<file path="src/rtl/mips_pkg.sv">
`default_nettype none
// ============================================================================
// Module   : mips_pkg
// Brief    : MIPS opcode/funct constants, request kinds and encoder FSM states.
// Revision : 1.0 - initial release
// ============================================================================
package mips_pkg;

  localparam logic [5:0] c_op_r      = 6'd0;
  localparam logic [5:0] c_op_lw     = 6'd35;
  localparam logic [5:0] c_op_sw     = 6'd43;
  localparam logic [5:0] c_op_j      = 6'd2;
  localparam logic [5:0] c_funct_add = 6'd32;
  localparam logic [5:0] c_funct_sub = 6'd34;

  typedef enum logic [2:0] {
    KIND_ADD = 3'd0,
    KIND_SUB = 3'd1,
    KIND_LW  = 3'd2,
    KIND_SW  = 3'd3,
    KIND_J   = 3'd4
  } kind_e;

  typedef enum logic [1:0] {
    ST_IDLE = 2'd0,
    ST_RUN  = 2'd1,
    ST_HALT = 2'd2,
    ST_DONE = 2'd3
  } state_e;

  // J-format word from a word index (byte address bits [27:2]).
  function automatic logic [31:0] jump_word(input logic [25:0] word_idx);
    return {c_op_j, word_idx};
  endfunction

endpackage
`default_nettype wire

</file>
<file path="src/rtl/instr_pack.sv">
`default_nettype none
// ============================================================================
// Module   : instr_pack
// Brief    : Combinational request-fields to 32-bit MIPS word, plus illegal flag.
// Revision : 1.0 - initial release
// ============================================================================
module instr_pack
  import mips_pkg::*;
(
  input  logic [2:0]  i_kind,
  input  logic [4:0]  i_rs,
  input  logic [4:0]  i_rt,
  input  logic [4:0]  i_rd,
  input  logic [15:0] i_imm,
  input  logic [31:0] i_target,
  output logic [31:0] o_word,
  output logic        o_illegal
);

  logic w_unused;
  assign w_unused = ^i_target[31:28];

  always_comb begin
    o_word    = 32'd0;
    o_illegal = 1'b0;
    case (i_kind)
      KIND_ADD: o_word = {c_op_r, i_rs, i_rt, i_rd, 5'd0, c_funct_add};
      KIND_SUB: o_word = {c_op_r, i_rs, i_rt, i_rd, 5'd0, c_funct_sub};
      KIND_LW:  o_word = {c_op_lw, i_rs, i_rt, i_imm};
      KIND_SW:  o_word = {c_op_sw, i_rs, i_rt, i_imm};
      KIND_J: begin
        o_word    = jump_word(i_target[27:2]);
        o_illegal = |i_target[1:0];
      end
      default:  o_illegal = 1'b1;
    endcase
  end

endmodule
`default_nettype wire

</file>
<file path="src/rtl/instr_encoder.sv">
`default_nettype none
// ============================================================================
// Module   : instr_encoder
// Brief    : Sequentially writes encoded MIPS requests into imem, closing with a self-loop halt.
// Revision : 1.0 - initial release
// ============================================================================
module instr_encoder
  import mips_pkg::*;
#(
  parameter int          ADDR_W    = 8,
  parameter int          DEPTH     = 256,
  parameter logic [31:0] BASE_ADDR = 32'd0
) (
  input  logic              clk,
  input  logic              rst,
  input  logic              start,
  input  logic              finish,
  input  logic              in_valid,
  output logic              in_ready,
  input  logic [2:0]        in_kind,
  input  logic [4:0]        in_rs,
  input  logic [4:0]        in_rt,
  input  logic [4:0]        in_rd,
  input  logic [15:0]       in_imm,
  input  logic [31:0]       in_target,
  output logic              wr_en,
  output logic [31:0]       wr_addr,
  output logic [31:0]       wr_data,
  output logic [ADDR_W:0]   count,
  output logic              busy,
  output logic              done,
  output logic              err
);

  localparam int               CNT_W       = ADDR_W + 1;
  localparam logic [CNT_W-1:0] c_last_slot = CNT_W'(DEPTH - 1);

  state_e             r_state;
  logic [CNT_W-1:0]   r_count;
  logic               r_wr_en;
  logic [31:0]        r_wr_addr;
  logic [31:0]        r_wr_data;
  logic               r_done;
  logic               r_err;

  logic [31:0]        w_word;
  logic               w_illegal;
  logic               w_accept;
  logic [31:0]        w_slot_addr;
  logic               w_unused;

  instr_pack u_pack (
    .i_kind    (in_kind),
    .i_rs      (in_rs),
    .i_rt      (in_rt),
    .i_rd      (in_rd),
    .i_imm     (in_imm),
    .i_target  (in_target),
    .o_word    (w_word),
    .o_illegal (w_illegal)
  );

  // The last slot is held back so the halt word always fits.
  assign in_ready    = (r_state == ST_RUN) && (r_count < c_last_slot);
  assign w_accept    = in_valid && in_ready;
  assign w_slot_addr = BASE_ADDR + (32'(r_count) << 2);
  assign w_unused    = ^{w_slot_addr[31:28], w_slot_addr[1:0]};

  always_ff @(posedge clk) begin
    if (rst) begin
      r_state   <= ST_IDLE;
      r_count   <= '0;
      r_wr_en   <= 1'b0;
      r_wr_addr <= 32'd0;
      r_wr_data <= 32'd0;
      r_done    <= 1'b0;
      r_err     <= 1'b0;
    end else begin
      r_wr_en <= 1'b0;
      case (r_state)
        ST_IDLE, ST_DONE: begin
          if (start) begin
            r_state <= ST_RUN;
            r_count <= '0;
            r_done  <= 1'b0;
            r_err   <= 1'b0;
          end
        end
        ST_RUN: begin
          if (w_accept) begin
            if (w_illegal) begin
              r_err <= 1'b1;
            end else begin
              r_wr_en   <= 1'b1;
              r_wr_addr <= w_slot_addr;
              r_wr_data <= w_word;
              r_count   <= r_count + CNT_W'(1);
            end
          end
          if (finish) r_state <= ST_HALT;
        end
        ST_HALT: begin
          r_wr_en   <= 1'b1;
          r_wr_addr <= w_slot_addr;
          r_wr_data <= jump_word(w_slot_addr[27:2]);
          r_count   <= r_count + CNT_W'(1);
          r_done    <= 1'b1;
          r_state   <= ST_DONE;
        end
        default: r_state <= ST_IDLE;
      endcase
    end
  end

  assign wr_en   = r_wr_en;
  assign wr_addr = r_wr_addr;
  assign wr_data = r_wr_data;
  assign count   = r_count;
  assign busy    = (r_state == ST_RUN) || (r_state == ST_HALT);
  assign done    = r_done;
  assign err     = r_err;

endmodule
`default_nettype wire

</file>
<file path="config.mk">
export PLATFORM = sky130hd
export DESIGN_NAME = instr_encoder
export DESIGN_NICKNAME = d
export VERILOG_FILES = /design/src/rtl/mips_pkg.sv /design/src/rtl/instr_pack.sv /design/src/rtl/instr_encoder.sv
export SDC_FILE = /design/constraint.sdc
export NUM_CORES = 1
export LEC_CHECK = 0
export BUFFER_PORTS_ARGS = -buffer_cell sky130_fd_sc_hd__buf_2
export CORE_ASPECT_RATIO = 0.75
export CORE_UTILIZATION = 35
export DETAILED_ROUTE_END_ITERATION = 7
export GPL_ROUTABILITY_DRIVEN = 0
export GPL_TIMING_DRIVEN = 0
export PLACE_DENSITY = 0.62
export SYNTH_ARGS = -nofsm -noshare
export SYNTH_HDL_FRONTEND = slang
export SYNTH_SLANG_ARGS = --single-unit
</file>
<file path="constraint.sdc">
create_clock -name clk -period 2.1 [get_ports clk]
set_input_delay 0.21 -clock clk [delete_from_list [all_inputs] [get_ports clk]]
set_output_delay 0.21 -clock clk [all_outputs]
set_load 0.01 [all_outputs]
</file>
==> flow_summary.json, run 1 <==
{
  "outcome": "finished, final reports clean",
  "synthArstFlopShare_pct": 0,
  "cp.required_ns": 2.29,
  "min_path_type": "primary input to flop",
  "hold_violations": 0,
  "holdPathStages": 5,
  "p_leak_nw": 1.84,
  "crit_type": "flop to flop",
  "vias": 3015,
  "grt_pass1_vias": 2729,
  "nets": 600,
  "routedWlPerCell_um": 13.7,
  "cts_sinks": 52,
  "cp-end-kind": "flop",
  "synth_most_common_cell": "dfxtp_1",
  "cp_common_cell": "buf_4",
  "wl_met2_um": 3780,
  "ir_drop_mv": 0.335,
  "hp-start": "in_target[18]",
  "path_cells": "inv_1, ha_1, o211ai_1, buf_4, o21ai_4, buf_4, mux2i_1, nor2_1",
  "reg2reg_depth": 8,
  "placed_area_um2": 3740,
  "maxSlewViolCount": 0,
  "slowest_delay_ns": 0.34,
  "synthTopCellsByCount": "52 x dfxtp_1, 49 x nor2_1, 43 x o21ai_0",
  "ant_nets": 0,
  "drive_gt1_share_pct": 32.3,
  "ios": 149,
  "drc": 0,
  "synth_edf_count": 0,
  "cts_tree": "built",
  "fin_crit_sh_pct": 95.1,
  "wl_met3_um": 652,
  "min_to": "wr_data[16]",
  "hpwlAfterDp_um": 6780,
  "synth_warnings": 0,
  "clock_path_buffers": 2,
  "fin_tns_setup_ns": 0,
  "powerDensity_nw_per_um2": 889,
  "die_area_um2": 8730,
  "io_buffers": 118,
  "grt_antenna_before_repair": 0,
  "synth.area.top_cells": "dfxtp_1 36%, mux2i_1 7.5%, o21ai_0 7.4%, buf_4 6.9%, nor2_1 6.3%",
  "max_slew.worst_pin.slew_ns": 0.575,
  "wl_um": 8670,
  "cts_max_level": 2,
  "synth.largest_area_cell": "dfxtp_1",
  "area_delta_synth_final_pct": 32.2,
  "critPathBufInv": 3,
  "grt_pass1_wl_um": 13600,
  "vias_per_cell": 4.78,
  "synth_area_per_cell_um2": 7.83,
  "overflow": 0,
  "cp_max_fo": 10,
  "power.total_w": 0.00344,
  "ys_seq_area_share_pct": 35.6,
  "synth_top_area_share_pct": 35.6,
  "crit_family": "buffers and inverters",
  "grtUsageTotal_pct": 20.2,
  "start_util_pct": 36.6,
  "synthFlopType": "dfxtp_1",
  "cp_data_arrival_time_ns": 2.18,
  "max_freq_mhz": 501,
  "synthCells": 374,
  "grt_max_degree": 17,
  "fp.dieH_um": 81.2,
  "synth_cell_types": 42,
  "slew_headroom_pct": 61.7,
  "regToRegStartpoint": "r_state[1]",
  "finClkSkew_ns": 0.00947,
  "cp-start-kind": "flop",
  "design_area_um2": 3870,
  "holdWs_ns": 0.236,
  "r2r-end": "wr_data[4]",
  "r2r_setup_slack_ns": 0.10,
  "synth_seq_cells": 52,
  "clk_latency_ns": 0.31,
  "drt_iter0_markers": 127,
  "top_layer": "met4",
  "first_pass_iters": 4,
  "num_antenna_cells": 0,
  "crit_slowest_cell": "dfxtp_1",
  "max_cap_viol_count": 0,
  "num_rows": 28,
  "syn-cell-area_um2": 2930,
  "cts_made_buffers": 5,
  "finalSetupViolCount": 0,
  "root_buffer": "clkbuf_8",
  "fp.coreArea_um2": 7990,
  "fin_crit_ns": 2.00,
  "dieWidth_um": 108,
  "wl_met1_um": 4090,
  "cts.clk_slew.worst_paths_ns": 0.10
}
[worst max path at each step]
| stage | from | endpoint | slack (ns) | depth (start not counted) |
|---|---|---|---|---|
| floorplan | count[6] | wr_data[4] | 0.45 | 7 |
| global placement | r_state[0] | wr_data[14] | 0.08 | 7 |
| detailed placement | r_state[0] | wr_data[17] | 0.04 | 7 |
| CTS | r_state[0] | wr_data[17] | 0.03 | 7 |
| global route | r_state[1] | wr_data[27] | -0.002 | 8 |
| finish | r_state[1] | wr_data[4] | 0.10 | 8 |
[worst reg2reg max path: stages, from the launching register on]
cell      delay [ns]
dfxtp_1         0.34
inv_1           0.08
ha_1            0.31
o211ai_1        0.15
buf_4           0.19
o21ai_4         0.27
buf_4           0.25
mux2i_1         0.23
nor2_1          0.06
[metal layers]
| metal | vias up | track usage, % |
|---|---|---|
| met5 | - | 0 |
| met4 | 0 | 5.62 |
| met3 | 10 | 4.33 |
| met2 | 114 | 32.1 |
| met1 | 1368 | 27.6 |
| li1 | 1523 | - |
[power by group]
part,switching [W],total [W],internal (W)
Combinational,0.000947,0.00156,0.000614
Sequential,0.0000817,0.00118,0.00110
Clock,0.000342,0.000695,0.000353
Total,0.00137,0.00344,0.00207
[cell type report]
| type | instances | area (um2) |
|---|---|---|
| sequential | 52 | 1040 |
| clock inverter | 3 | 42.5 |
| tap | 105 | 131 |
| buffer | 51 | 318 |
| fill | 832 | 4120 |
| clock buffer | 5 | 68.8 |
| multi-input combinational | 281 | 1610 |
| timing repair buffer | 120 | 606 |
| inverter | 14 | 52.6 |
[repair_timing]
item	CTS	global route
setup buffers	0	2
gates resized for setup	0	4
endpoints found under the setup margin	0	32
hold endpoints to repair	0	0
hold buffers	0	0
[stage by stage]
step / cells / utilization (%) / setup WS [ns]
floorplan: 398 / - / 0.447
CTS: 629 / 48.2 / 0.0251
detailed placement: 621 / 46.8 / 0.0407
global route: 631 / 48.4 / -0.00224
global placement: 621 / 46.8 / 0.0814
finish: 631 / 48.4 / 0.103
[placed cells by master, fill, tap and decap left out, types with 2 or more instances in the layout]
cell,count
ha_1,4
a21oi_1,17
dfxtp_1,52
nand2_1,24
nand4_1,2
nor2b_1,20
nand3_1,20
o31ai_1,2
clkbuf_8,5
conb_1,25
buf_6,2
mux2i_1,22
o21a_1,2
inv_1,14
buf_2,123
nand2b_1,14
and3_1,3
clkbuf_1,13
clkbuf_2,3
nor2_1,49
o21ai_0,43
nor3_1,5
a211oi_1,3
a22o_1,2
a31oi_1,2
buf_4,29
a22oi_1,7
[cell families (layout without fill, tap and decap cells)]
group	after synthesis	in the layout	synth area share, %
and+or+nand+nor	141	141	23.0
AOI/OAI and AO/OA	88	88	19.1
buffers and inverters	65	193	12.6
DFF	52	52	35.6
muxes	23	23	7.91
adders and majority gates	4	4	1.71
other	1	25	0.128
[state kept, by name, summed over array words and instances, names as in the netlist]
signal	flops
count	9
done	1
err	1
r_state	2
wr_addr	9
wr_data	29
wr_en	1
Power figures use the tool's default switching activity.
==> run 2, diff against run 1 <==
--- a/config.mk
+++ b/config.mk
@@ -11,7 +11,8 @@
 export DETAILED_ROUTE_END_ITERATION = 7
 export GPL_ROUTABILITY_DRIVEN = 0
 export GPL_TIMING_DRIVEN = 0
-export PLACE_DENSITY = 0.62
+export PLACE_DENSITY = 0.6
 export SYNTH_ARGS = -nofsm -noshare
 export SYNTH_HDL_FRONTEND = slang
+export SYNTH_HIERARCHICAL = 1
 export SYNTH_SLANG_ARGS = --single-unit
==> flow_summary.json, run 2 <==
{
  "max_freq_mhz": 497,
  "cts_tree": "built",
  "fin_cells": 704,
  "overflow": 0,
  "drc": 0,
  "cts_sinks": 55,
  "crit_family": "buffers and inverters",
  "synth_area_per_cell_um2": 7.96,
  "nets": 649,
  "fp.coreArea_um2": 9200,
  "synthTopCellsByCount": "55 x dfxtp_1, 44 x a21oi_1, 44 x nand3_1",
  "layout.cells.most_common": "buf_2",
  "post-place-ws_ns": -0.142,
  "fp.dieH_um": 87.1,
  "grt_max_degree": 16,
  "hpwlAfterDp_um": 8160,
  "synth.area.top_cells": "dfxtp_1 33%, buf_4 7.3%, a21oi_1 6.5%, nand3_1 6.5%, nor2b_1 5.6%",
  "p_leak_nw": 2.00,
  "area_delta_synth_final_pct": 29.8,
  "synth_cell_types": 56,
  "groute.layer.met3.usage_pct": 4.11,
  "finalSetupViolCount": 0,
  "dp.cells": 696,
  "fin_util_pct": 47.6,
  "grt.busiest_layer": "met2",
  "cp-end-kind": "flop",
  "fill_cells": 934,
  "root_buffer": "clkbuf_16",
  "synth_top_area_share_pct": 32.6,
  "cts_max_level": 2,
  "vias_per_cell": 4.93,
  "die_area_um2": 10000,
  "cts_setup_buffers": 0,
  "slowest_delay_ns": 0.43,
  "dieWidth_um": 115,
  "synth_most_common_cell": "dfxtp_1",
  "grtUsageTotal_pct": 21.4,
  "critPathBufInv": 4,
  "grt_pass1_wl_um": 16600,
  "synthFlopType": "dfxtp_1",
  "share_comb_of_total_power_pct": 51.7,
  "largest_reg_flops": 32,
  "cp_data_arrival_time_ns": 2.22,
  "num_rows": 30,
  "fin_crit_sh_pct": 95.7,
  "power.share.clock_pct": 17.5,
  "routedWlPerCell_um": 15.2,
  "grt_pass1_vias": 3297,
  "seqCellArea_um2": 1100,
  "grt_util_met1_pct": 30.6,
  "synth_seq_cells": 55,
  "internal_power_w": 0.00255,
  "drt_iter0_markers": 247,
  "maxSlewViolCount": 0,
  "synth_warnings": 6,
  "ant_nets": 0,
  "worst_slack_ns": 0.0899,
  "wl_um": 10700,
  "outcome": "finished, final reports clean",
  "ys_seq_area_share_pct": 32.6,
  "cts_resized": 2,
  "cp_max_fo": 10,
  "first_pass_iters": 6,
  "synth_edf_count": 0,
  "clock_path_buffers": 2,
  "hold_violations": 0,
  "min_path_type": "primary input to flop",
  "fin_crit_ns": 2.01,
  "num_antenna_cells": 0,
  "cts.clk_slew.worst_paths_ns": 0.07,
  "crit_slowest_cell": "ha_1",
  "max_cap_viol_count": 0,
  "finClkSkew_ns": 0.00902,
  "synthCells": 424,
  "switching_power_w": 0.00209,
  "cp.required_ns": 2.31,
  "final_cell_mix": "131 x buf_2, 55 x dfxtp_1, 44 x nand3_1, 44 x a21oi_1",
  "p_sw_share_pct": 45.1,
  "cts_made_buffers": 5,
  "start_util_pct": 36.7,
  "vias": 3473,
  "grt_antenna_before_repair": 0,
  "syn-cell-area_um2": 3380,
  "max_slew.worst_pin.slew_ns": 0.661,
  "powerDensity_nw_per_um2": 1060,
  "post_cts_hold_buffer_count": 0,
  "cp-start-kind": "flop",
  "clk_latency_ns": 0.29,
  "drive_gt1_share_pct": 34.7,
  "ir_drop_mv": 0.506,
  "use_met2_pct": 32.9,
  "io_buffers": 121,
  "crit_type": "flop to flop",
  "pwr-share-seq_pct": 30.8,
  "synthArstFlopShare_pct": 0,
  "synth.largest_area_cell": "dfxtp_1",
  "ios": 149,
  "multi_input_area_um2": 1890,
  "slew_headroom_pct": 55.9,
  "path_cells": "inv_1, ha_1, clkbuf_4, inv_2, nand2_2, buf_2, nand3_1, a21oi_1",
  "fin_tns_setup_ns": 0
}
[run 2: changes by cell type in the layout (fill, tap and decap cells not counted), sizes merged, moves of 10 or more]
cell,previous run,this run
buf,155,172
nand2b,14,2
mux2i,22,9
nor2b,20,30
nor2,49,10
nand3,20,44
a21oi,17,44
nand2,25,14
[run 2: area by class of cell]
cell class | count | share of cell area, %
inverter | 21 | 1.80
timing repair buffer | 121 | 13.8
sequential | 55 | 25.1
buffer | 62 | 9.28
clock buffer | 7 | 3.03
tap | 128 | 3.66
clock inverter | 1 | 0.114
multi-input combinational | 309 | 43.2
[run 2: logic make-up after synthesis]
group                    Yosys count  synth area share [%]
AO/OA/AOI/OAI                    140                  26.9
adder cells (fa/ha/maj)            3                  1.11
buffers and inverters             83                  14.2
flip-flops                        55                  32.6
multiplexers                       9                  2.67
other                              2                 0.222
AND/OR/NAND/NOR                  132                  22.3
[run 2: stage by stage]
stage	total power, W	hold slack (ns)	instance area, um2
floorplan	0.00302	0.398	3460
global placement	0.00371	0.453	4230
detailed placement	0.00378	0.457	4230
CTS	0.00460	0.259	4370
global route	0.00493	0.261	4380
finish	0.00463	0.264	4380
[run 2: per-layer routing]
metal	vias up	share of wire [%]
li1	1753	-
met1	1571	48
met2	140	43
met3	9	8.4
met4	0	0.79
met5	-	0
[run 2: final timing paths]
kind          startpoint           to  slack, ns  depth (start not counted)
max reg2reg   r_state[0]   wr_addr[4]       0.09                          8
min reg2reg  wr_data[23]  wr_data[23]       0.46                          2
min                  rst     count[6]       0.26                          3
max           r_state[0]   wr_addr[4]       0.09                          8
[run 2: worst register-to-register path: cells and delay by family, from the launching register on]
kind	cells	cell delay (ns)
compound gates	1	0.15
fa+ha+maj	1	0.43
buf+inv	4	0.67
flops	1	0.37
simple gates	2	0.31
[run 2: power by group through the flow]
| stage | registers (W) | logic, W | clock network, W |
|---|---|---|---|
| floorplan | 0.00149 | 0.00152 | 0 |
| finish | 0.00143 | 0.00239 | 0.000813 |
| detailed placement | 0.00144 | 0.00233 | 0 |
| global placement | 0.00145 | 0.00226 | 0 |
| global route | 0.00144 | 0.00262 | 0.000864 |
| CTS | 0.00142 | 0.00235 | 0.000822 |
==> run 3, diff against run 2 <==
--- a/config.mk
+++ b/config.mk
@@ -11,6 +11,7 @@
 export DETAILED_ROUTE_END_ITERATION = 7
 export GPL_ROUTABILITY_DRIVEN = 0
 export GPL_TIMING_DRIVEN = 0
+export MAX_ROUTING_LAYER = met4
 export PLACE_DENSITY = 0.6
 export SYNTH_ARGS = -nofsm -noshare
 export SYNTH_HDL_FRONTEND = slang
==> flow_summary.json, run 3 (same netlist as run 2, synthesis figures left out) <==
{
  "post-place-ws_ns": -0.142,
  "wl_um": 10700,
  "clock_path_buffers": 2,
  "grt_max_degree": 16,
  "max_freq_mhz": 498,
  "hold_violations": 0,
  "reg2reg_depth": 8,
  "powerDensity_nw_per_um2": 1060,
  "fin_crit_ns": 2.01,
  "grtUsageTotal_pct": 22.0,
  "dp.cells": 696,
  "cts_max_level": 2,
  "maxSlewViolCount": 0,
  "vias_per_cell": 4.95,
  "finClkSkew_ns": 0.00721,
  "grt_antenna_before_repair": 0,
  "clk_latency_ns": 0.29,
  "cp-end-kind": "flop",
  "fin_util_pct": 47.6,
  "io_buffers": 121,
  "post_cts_hold_buffer_count": 0,
  "die_area_um2": 10000,
  "finalSetupViolCount": 0,
  "num_rows": 30,
  "drive_gt1_share_pct": 34.7,
  "nets": 649,
  "fin_crit_sh_pct": 95.7,
  "final_cell_mix": "131 x buf_2, 55 x dfxtp_1, 44 x nand3_1, 44 x a21oi_1",
  "fill_cells": 934,
  "drt_iter0_markers": 252,
  "ios": 149,
  "cp_data_arrival_time_ns": 2.22,
  "overflow": 0,
  "drc": 0,
  "cp.required_ns": 2.31,
  "ant_nets": 0,
  "crit_path_end": "wr_addr[4]",
  "hpwlAfterDp_um": 8160,
  "min_path_type": "primary input to flop",
  "cts_tree": "built",
  "routedWlPerCell_um": 15.1,
  "max_cap_viol_count": 0,
  "first_pass_iters": 5,
  "start_util_pct": 36.7,
  "r2r-end": "wr_addr[4]",
  "dieWidth_um": 115,
  "max_slew.worst_pin.slew_ns": 0.656,
  "cts_sinks": 55,
  "fp.dieH_um": 87.1,
  "vias": 3487,
  "largest_reg_flops": 32,
  "worst_slack_ns": 0.0903,
  "root_buffer": "clkbuf_16",
  "regToRegStartpoint": "r_state[0]",
  "cts.clk_slew.worst_paths_ns": 0.07,
  "fp.coreArea_um2": 9200,
  "p_leak_nw": 2.00,
  "cts_made_buffers": 5,
  "crit_type": "flop to flop",
  "cts_setup_buffers": 0,
  "fin_cells": 704,
  "r2r_setup_slack_ns": 0.09,
  "cp-start-kind": "flop",
  "outcome": "finished, final reports clean",
  "layout.cells.most_common": "buf_2",
  "ir_drop_mv": 0.505,
  "cp-startpoint": "r_state[0]",
  "grt_pass1_vias": 3289,
  "num_antenna_cells": 0,
  "cp_max_fo": 10,
  "grt_pass1_wl_um": 16600,
  "slew_headroom_pct": 56.3,
  "area_delta_synth_final_pct": 29.8
}
-- run 3: through the flow --
step	TNS, ns	hold slack (ns)	power [W]	cell area (um2)
2_1_floorplan	0	0.398	0.00302	3460
3_3_place_gp	-0.643	0.453	0.00371	4230
3_5_place_dp	-1.97	0.457	0.00378	4230
4_1_cts	0	0.259	0.00460	4370
5_1_grt	-0.00343	0.261	0.00493	4380
6_report	0	0.261	0.00464	4380
-- run 3: routing by layer --
| layer | part of all wire (%) | wire, um | GRT usage (%) |
|---|---|---|---|
| met1 | 47 | 5040 | 30.7 |
| met2 | 43 | 4610 | 32.9 |
| met3 | 8.6 | 917 | 3.97 |
| met4 | 0.85 | 91 | 4.96 |
| met5 | 0 | 0 | - |
-- run 3: worst min-delay path by stage --
stage	startpoint	to	slack [ns]	cells past startpoint
5_1_grt	rst	count[6]	0.26	3
3_3_place_gp	wr_data[19]	wr_data[19]	0.45	2
3_5_place_dp	wr_data[23]	wr_data[23]	0.46	2
4_1_cts	rst	count[6]	0.26	3
6_report	rst	count[6]	0.26	3
2_1_floorplan	rst	count[6]	0.40	2
-- run 3: area by class of cell --
class                      instances  area, um2  area share, %
clock inverter                     1       5.00          0.114
multi-input combinational        309       1890           43.2
tap                              128        160           3.66
sequential                        55       1100           25.1
clock buffer                       7        133           3.03
timing repair buffer             121        606           13.8
inverter                          21       78.8           1.80
buffer                            62        407           9.28
-- run 3: what timing repair did --
action	4_1_cts	5_1_grt
endpoints found under the setup margin	34	11
cloned	0	0
resized for setup	2	3
pin swaps	0	0
-- run 3: critical path, cell delays in order (launching register included) --
cell and delay, ns:
dfxtp_1 0.37, inv_1 0.06, ha_1 0.43, clkbuf_4 0.27, inv_2 0.06, nand2_2 0.21, buf_2 0.28, nand3_1 0.10
a21oi_1 0.15
-- run 3: power breakdown --
part,switching (W),leakage [nW],total [W],internal (W)
combinational,0.00155,1.49,0.00240,0.000844
clock,0.000372,0.0679,0.000814,0.000443
sequential,0.000168,0.448,0.00143,0.00126
